[src/rtl/m6809_pkg.sv]
// Shared types for the m6809 16-bit ALU sequencer.
// States, operation classes, CC bit indices, opcode class decode.
package m6809_pkg;

  typedef enum logic [2:0] {
    S_IDLE  = 3'd0,
    S_RD_HI = 3'd1,
    S_RD_LO = 3'd2,
    S_EXEC  = 3'd3,
    S_WR_HI = 3'd4,
    S_WR_LO = 3'd5,
    S_FIN   = 3'd6
  } st_e;

  typedef enum logic [2:0] {
    OPC_LD  = 3'd0,
    OPC_ST  = 3'd1,
    OPC_CMP = 3'd2,
    OPC_ADD = 3'd3,
    OPC_SUB = 3'd4
  } opc_e;

  localparam int CC_N = 3;
  localparam int CC_Z = 2;
  localparam int CC_V = 1;
  localparam int CC_C = 0;

  // Nibble 3: SUBD/ADDD, CMPD (page2), CMPU (page3).
  // Nibble C with bit6 clear: CMPX/CMPY/CMPS.
  function automatic opc_e op_class(
    input logic [3:0] op,
    input logic       op6,
    input logic       p2,
    input logic       p3,
    input logic       st
  );
    opc_e c;
    logic n3;
    logic nc;
    c  = OPC_LD;
    n3 = !st && (op == 4'h3);
    nc = !st && (op == 4'hC);
    unique case (1'b1)
      st:                       c = OPC_ST;
      n3 && op6:                c = OPC_ADD;
      n3 && !op6 && (p2 || p3): c = OPC_CMP;
      n3 && !op6 && !p2 && !p3: c = OPC_SUB;
      nc && !op6:               c = OPC_CMP;
      default:                  c = OPC_LD;
    endcase
    return c;
  endfunction

endpackage

[src/rtl/m6809_alu16_seq_alu16.sv]
// alu16: 16-bit add/sub/pass for the m6809 D/X/Y/U/S ops.
// Ports: cls, in_a (operand), in_b (register), c_in, v_in -> out, n, z, v_out, c_out.
module alu16
  import m6809_pkg::*;
(
  input  opc_e        cls,
  input  logic [15:0] in_a,
  input  logic [15:0] in_b,
  input  logic        c_in,
  input  logic        v_in,
  output logic [15:0] out,
  output logic        n,
  output logic        z,
  output logic        v_out,
  output logic        c_out
);

  logic [16:0] sum;

  always_comb begin
    sum   = '0;
    out   = in_a;
    v_out = v_in;
    c_out = c_in;
    unique case (1'b1)
      cls == OPC_ADD: begin
        sum   = {1'b0, in_b} + {1'b0, in_a};
        out   = sum[15:0];
        c_out = sum[16];
        v_out = (in_a[15] == in_b[15]) &&
                (out[15] != in_b[15]);
      end
      (cls == OPC_SUB) || (cls == OPC_CMP): begin
        // bit 16 of the widened difference is the borrow
        sum   = {1'b0, in_b} - {1'b0, in_a};
        out   = sum[15:0];
        c_out = sum[16];
        v_out = (in_a[15] != in_b[15]) &&
                (out[15] != in_b[15]);
      end
      default: ;
    endcase
    n = out[15];
    z = (out == 16'h0000);
  end

endmodule

[src/rtl/m6809_alu16_seq.sv]
// Sequencer: fetches/stores a big-endian 16-bit operand over an 8-bit bus, runs alu16.
// Ports: start/decode/ea/imm/reg/cc in; mem_* bus; busy/done/err/wb_en/result/cc_out.
module m6809_alu16_seq
  import m6809_pkg::*;
#(
  parameter int MAX_WAIT = 16
) (
  input  logic        clk,
  input  logic        rst_n,
  input  logic        start,
  input  logic [3:0]  op,
  input  logic        op6,
  input  logic        page2,
  input  logic        page3,
  input  logic        is_store,
  input  logic        is_imm,
  input  logic [15:0] ea,
  input  logic [15:0] imm_val,
  input  logic [15:0] reg_val,
  input  logic [3:0]  cc_in,
  output logic        mem_req,
  output logic        mem_we,
  output logic [15:0] mem_addr,
  output logic [7:0]  mem_wdata,
  input  logic        mem_ack,
  input  logic [7:0]  mem_rdata,
  output logic        busy,
  output logic        done,
  output logic        err,
  output logic        wb_en,
  output logic [15:0] result,
  output logic [3:0]  cc_out
);

  localparam int WCW = (MAX_WAIT > 2) ? $clog2(MAX_WAIT) : 1;

  st_e         state;
  st_e         nxt;
  opc_e        cls_q;
  logic [15:0] ea_q;
  logic [15:0] reg_q;
  logic [15:0] opnd_q;
  logic        c_q;
  logic        v_q;
  logic        err_q;
  logic [WCW-1:0] wcnt;

  logic        tmo;
  logic        nx_req;
  logic        nx_we;
  logic [15:0] nx_addr;
  logic [7:0]  nx_wdata;
  logic [15:0] base_ea;
  logic [15:0] base_reg;

  logic [15:0] alu_out;
  logic        alu_n;
  logic        alu_z;
  logic        alu_v;
  logic        alu_c;
  logic        unused_cc;

  // N/Z of the incoming flags are always recomputed
  assign unused_cc = cc_in[CC_N] ^ cc_in[CC_Z];

  alu16 u_alu16 (
    .cls   (cls_q),
    .in_a  (opnd_q),
    .in_b  (reg_q),
    .c_in  (c_q),
    .v_in  (v_q),
    .out   (alu_out),
    .n     (alu_n),
    .z     (alu_z),
    .v_out (alu_v),
    .c_out (alu_c)
  );

  always_comb begin
    nxt = state;
    tmo = (MAX_WAIT != 0) && !mem_ack &&
          (wcnt == WCW'(MAX_WAIT - 1));
    unique case (state)
      S_IDLE: begin
        if (start) begin
          if (is_store)    nxt = S_WR_HI;
          else if (is_imm) nxt = S_EXEC;
          else             nxt = S_RD_HI;
        end
      end
      S_RD_HI: begin
        if (mem_ack)  nxt = S_RD_LO;
        else if (tmo) nxt = S_FIN;
      end
      S_RD_LO: begin
        if (mem_ack)  nxt = S_EXEC;
        else if (tmo) nxt = S_FIN;
      end
      S_WR_HI: begin
        if (mem_ack)  nxt = S_WR_LO;
        else if (tmo) nxt = S_FIN;
      end
      S_WR_LO: begin
        if (mem_ack)  nxt = S_EXEC;
        else if (tmo) nxt = S_FIN;
      end
      S_EXEC:  nxt = S_FIN;
      S_FIN:   nxt = S_IDLE;
      default: nxt = S_IDLE;
    endcase
  end

  // Bus outputs are registered from the next state so the
  // request appears together with the state that owns it.
  always_comb begin
    base_ea  = (state == S_IDLE) ? ea : ea_q;
    base_reg = (state == S_IDLE) ? reg_val : reg_q;
    nx_req   = 1'b0;
    nx_we    = 1'b0;
    nx_addr  = mem_addr;
    nx_wdata = mem_wdata;
    unique case (nxt)
      S_RD_HI: begin
        nx_req  = 1'b1;
        nx_addr = base_ea;
      end
      S_RD_LO: begin
        nx_req  = 1'b1;
        nx_addr = base_ea + 16'd1;
      end
      S_WR_HI: begin
        nx_req   = 1'b1;
        nx_we    = 1'b1;
        nx_addr  = base_ea;
        nx_wdata = base_reg[15:8];
      end
      S_WR_LO: begin
        nx_req   = 1'b1;
        nx_we    = 1'b1;
        nx_addr  = base_ea + 16'd1;
        nx_wdata = base_reg[7:0];
      end
      default: ;
    endcase
  end

  always_ff @(posedge clk or negedge rst_n) begin
    if (!rst_n) begin
      state     <= S_IDLE;
      mem_req   <= 1'b0;
      mem_we    <= 1'b0;
      mem_addr  <= '0;
      mem_wdata <= '0;
      wcnt      <= '0;
      err_q     <= 1'b0;
    end else begin
      state     <= nxt;
      mem_req   <= nx_req;
      mem_we    <= nx_we;
      mem_addr  <= nx_addr;
      mem_wdata <= nx_wdata;
      if (nxt != state)  wcnt <= '0;
      else if (mem_req)  wcnt <= wcnt + 1'b1;
      if (nxt == S_FIN)  err_q <= (state != S_EXEC);
    end
  end

  always_ff @(posedge clk or negedge rst_n) begin
    if (!rst_n) begin
      cls_q  <= OPC_LD;
      ea_q   <= '0;
      reg_q  <= '0;
      opnd_q <= '0;
      c_q    <= 1'b0;
      v_q    <= 1'b0;
      result <= '0;
      cc_out <= '0;
    end else begin
      if (state == S_IDLE && start) begin
        cls_q  <= op_class(op, op6, page2,
                           page3, is_store);
        ea_q   <= ea;
        reg_q  <= reg_val;
        opnd_q <= is_store ? reg_val : imm_val;
        c_q    <= cc_in[CC_C];
        v_q    <= cc_in[CC_V];
      end
      if (state == S_RD_HI && mem_ack)
        opnd_q[15:8] <= mem_rdata;
      if (state == S_RD_LO && mem_ack)
        opnd_q[7:0] <= mem_rdata;
      if (state == S_EXEC) begin
        result <= alu_out;
        cc_out[CC_N] <= alu_n;
        cc_out[CC_Z] <= alu_z;
        cc_out[CC_V] <= (cls_q == OPC_LD ||
                         cls_q == OPC_ST) ? 1'b0 : alu_v;
        cc_out[CC_C] <= alu_c;
      end
    end
  end

  assign busy  = (state != S_IDLE);
  assign done  = (state == S_FIN);
  assign err   = done && err_q;
  assign wb_en = done && !err_q &&
                 (cls_q != OPC_ST) && (cls_q != OPC_CMP);

endmodule
[config.mk]
export PLATFORM = sky130hd
export DESIGN_NAME = m6809_alu16_seq
export DESIGN_NICKNAME = d
export VERILOG_FILES = /design/src/rtl/m6809_pkg.sv /design/src/rtl/m6809_alu16_seq_alu16.sv /design/src/rtl/m6809_alu16_seq.sv
export SDC_FILE = /design/constraint.sdc
export NUM_CORES = 1
export LEC_CHECK = 0
export CAP_MARGIN = 5
export CORE_AREA = 2 2 124 126
export CTS_CLUSTER_SIZE = 14
export DETAILED_ROUTE_END_ITERATION = 6
export DIE_AREA = 0 0 126 128
export PLACE_DENSITY = 0.86
export SLEW_MARGIN = 10
export SYNTH_ARGS = -nofsm -noshare
export SYNTH_HDL_FRONTEND = slang
export SYNTH_HIERARCHICAL = 1
export SYNTH_SLANG_ARGS = --single-unit
[constraint.sdc]
create_clock -name clk -period 5.5 [get_ports clk]
set_input_delay 1.1 -clock clk [delete_from_list [all_inputs] [get_ports clk]]
set_output_delay 1.1 -clock clk [all_outputs]
set_load 0.03 [all_outputs]
==> results by group <==
Run status
  • Status: finished clean

Critical path
  • CP required: 5800 ps
  • Crit-path cells: inv_1 > ha_1 > fa_1 > nor2b_1 > o2111ai_1 > a31oi_1 > nor3_1 > o311ai_0 > nor2_1 > a2111oi_0 > o21bai_1 > nor4_2 > mux2_2
  • Crit path DAT: 4080 ps
  • CP Buf/Inv Count: 1
  • Crit path max fanout: 5
  • Slowest stage delay, CP: 540 ps
  • Crit path max-delay family: compound AO/OA/AOI/OAI gates
  • Slowest CP cell: a2111oi_0
  • Critical path type: flip-flop to flip-flop
  • Crit start category: flip-flop
  • Endpoint type of the worst setup path: flip-flop

Synth
  • Yosys top cell area share: 0.3475
  • Syn Nets: 1,021
  • YS warnings: 6
  • FFs w/ async S/R, synth: 1.000
  • Mapped Area: 7705 um^2
  • Post-synth EDFFs: 0
  • Largest area contributor in the netlist: dfrtp_1
  • Yosys reg bits: 107
  • Top cells by area, synth: dfrtp_1 (35%), nand2_1 (9.8%), ha_1 (5.7%), mux2i_1 (4.4%), nor2_1 (3.5%)
  • Yosys cell types: 92
  • Seq/Total Area, Yosys: 0.3475
  • Avg Synthesized Cell Area: 8.458 um^2
  • Primary FF master, synth: dfrtp_1
  • Cells after Synth: 911

Clock tree
  • Clock Latency Late Sink: 370 ps
  • H-tree levels: 3
  • CTS tree: done
  • CTS sink count: 107
  • Hold-fix buffers, CTS: 0
  • Clock Path Buffers: 2
  • # Post-CTS Setup Buffers: 0
  • CTS Buf Count: 9
  • Resized cells post-CTS: 0
  • Root buf cell: clkbuf_16
  • Worst-path clk slew: 80 ps

Timing
  • Hold Vio Cnt, Final: 0
  • Slew @ Worst Pin: 1002 ps
  • Clock Skews: 12.20 ps
  • Highest clock rate: 264.7 MHz
  • Rel. slew slack: 0.3297
  • RSZ-0062 raised after global routing: no
  • Final TNS setup: 0 ps
  • Fin crit period: 3778 ps
  • Final worst-path setup slack: 1722 ps
  • Slew Limit Fails: 0
  • Setup-failing EPs final: 0
  • Final period utilization: 0.6869

Global route
  • Vias in the first global route: 6,889
  • Total track usage: 0.2741
  • Antenna violations before repair: 0
  • Total gr overflow: 0
  • Global-route wire length before repair: 35.36 mm
  • Largest net degree at the start of global routing: 69

Floorplan
  • Vert. Die Dim: 128 um
  • Starting density of the core: 0.5184
  • # rows: 45
  • DIE WIDTH: 126 um
  • Core area: 14,860 um^2
  • Total die area: 16,130 um^2
  • I/O pins: 123

Final layout
  • Design area: 9300 um^2
  • Layout cells sized above 1: 0.08946
  • Fillers: 1,255
  • Final #Nets: 1,112
  • Area Overhead vs Synth: 20.70%
  • Antenna cells: 0

Routing
  • Final routed DRC violation total: 0
  • Routed Antenna Nets: 0
  • Drt total wl: 21.74 mm
  • Wirelength per Cell: 18.20 um
  • Iter 0 DRT Violations: 758
  • DR vias/cell: 6.142
  • Pre-Repair DR Iteration Count: 5
  • Via count: 7,334

Place
  • Area of placed instances: 9002 um^2
  • PortBufs: 120
  • Routability cong.: 0.9318
  • DP HPWL: 16.07 mm
  • Pre-CTS setup slack: 1414 ps

Run
  • Max Cap Violations: 0

Power
  • P_leak: 0.004100 uW
  • VDD IR-drop max: 0.3079 mV
  • Total power: 6247 uW
  • PwrDens: 671.7 nW/um^2

Worst hold path
  • Min-delay worst type: flip-flop to flip-flop
layout make-up:
cell class | instances | area [um^2] | share of cell area
inverters | 39 | 152.6 | 0.01641
clock inverters | 6 | 72.57 | 0.007803
well taps | 188 | 235.2 | 0.02529
flip-flops and latches | 107 | 2678 | 0.2879
multi-input cells | 715 | 4663 | 0.5014
clock buffers | 9 | 225.2 | 0.02422
repair buffers | 130 | 1274 | 0.1370
per-layer routing:
layer / global-route usage / routed length [um] / vias to the layer above
li1: - / - / 3427
met1: 0.3821 / 9462 / 3486
met2: 0.4200 / 9828 / 355
met3: 0.04382 / 1616 / 66
met4: 0.1306 / 829 / 0
met5: 0 / 0 / -
tightest hold or removal path, stage by stage (launching register included):
cell	delay [ps]
dfrtp_1	350
nand2_1	50
nand2_1	50
metrics by stage:
stage | util | hold slack (ps) | instances
6_report | 0.6257 | 484.5 | 1194
5_1_grt | 0.6257 | 516.7 | 1194
4_1_cts | 0.6257 | 483.7 | 1194
3_5_place_dp | 0.6056 | 466.0 | 1179
3_3_place_gp | 0.6056 | 459.8 | 1179
2_1_floorplan | - | 445.0 | 911
cell families (layout without fill, tap and decap cells):
logic type               after synthesis  after routing  share of synthesized area
adder cells (fa/ha/maj)               37             37                    0.06203
AO/OA/AOI/OAI                        212            212                     0.1967
XOR/XNOR                              23             23                    0.02614
AND/OR/NAND/NOR                      382            382                     0.2264
flip-flops                           107            107                     0.3475
multiplexers                          61             61                    0.09240
buffers and inverters                 89            184                    0.04888
registers in the layout (all words and copies together) (netlist names):
| name | flops |
|---|---|
| cc_out | 4 |
| wcnt | 4 |
| c_q | 1 |
| cls_q | 3 |
| err_q | 1 |
| ea_q | 16 |
| reg_q | 16 |
| mem_addr | 16 |
| mem_req | 1 |
| mem_we | 1 |
| v_q | 1 |
| state | 3 |
| result | 16 |
| mem_wdata | 8 |
| opnd_q | 16 |
cell usage after synthesis (6+ instances only):
| library cell | number |
|---|---|
| inv_1 | 34 |
| xnor2_1 | 18 |
| nor2_1 | 71 |
| mux2_2 | 21 |
| o221a_2 | 9 |
| clkbuf_1 | 25 |
| a211oi_1 | 6 |
| dfrtp_1 | 107 |
| buf_1 | 7 |
| nand2b_1 | 7 |
| a21o_1 | 7 |
| nand3_1 | 19 |
| nor3_1 | 19 |
| nor2b_1 | 7 |
| a21oi_1 | 38 |
| nand4_1 | 6 |
| o21ai_0 | 39 |
| o21ai_1 | 7 |
| a22oi_1 | 7 |
| o21a_1 | 8 |
| and2_1 | 8 |
| o31ai_1 | 12 |
| ha_1 | 35 |
| mux4_2 | 6 |
| nand2_1 | 201 |
| buf_2 | 14 |
| mux2i_1 | 34 |
| a31oi_1 | 6 |
cells in the final DEF (no fill, tap or decap), drive strengths merged, types with 5 or more instances in the layout:
cell type and n:
a22oi 7, nand2 202, mux2 21, a211oi 6, a221o 5, nor2b 8
a21o 7, buf 11, xor2 5, clkdlybuf4s50 119, o211ai 6, clkbuf 9
xnor2 18, dfrtp 107, mux4 6, o21ai 47, mux2i 34, nand3 20
nand2b 7, o31ai 12, nor3 21, inv 39, a21oi 39, nand4 6
ha 35, o21bai 5, nor2 72, or2 7, a31oi 6, and2 8
nand3b 5, o221a 9, o21a 8
power by group:
group          internal, uW  switching [uW]
Combinational          1650            2380
Sequential             1150             396
Clock                   355             312
path summary, 6_finish.rpt:
path                         startpoint            to  slack [ps]  cells after the start
max                            reg_q[0]     cc_out[2]        1720                     13
min                        mem_wdata[7]  mem_wdata[7]         480                      2
max reg2reg                    reg_q[0]     cc_out[2]        1720                     13
min reg2reg                mem_wdata[7]  mem_wdata[7]         480                      2
max in group asynchronous         rst_n     reg_q[13]        3600                      2
min in group asynchronous         rst_n  mem_wdata[0]         860                      1
No activity file was read; power rests on OpenSTA's default activity.
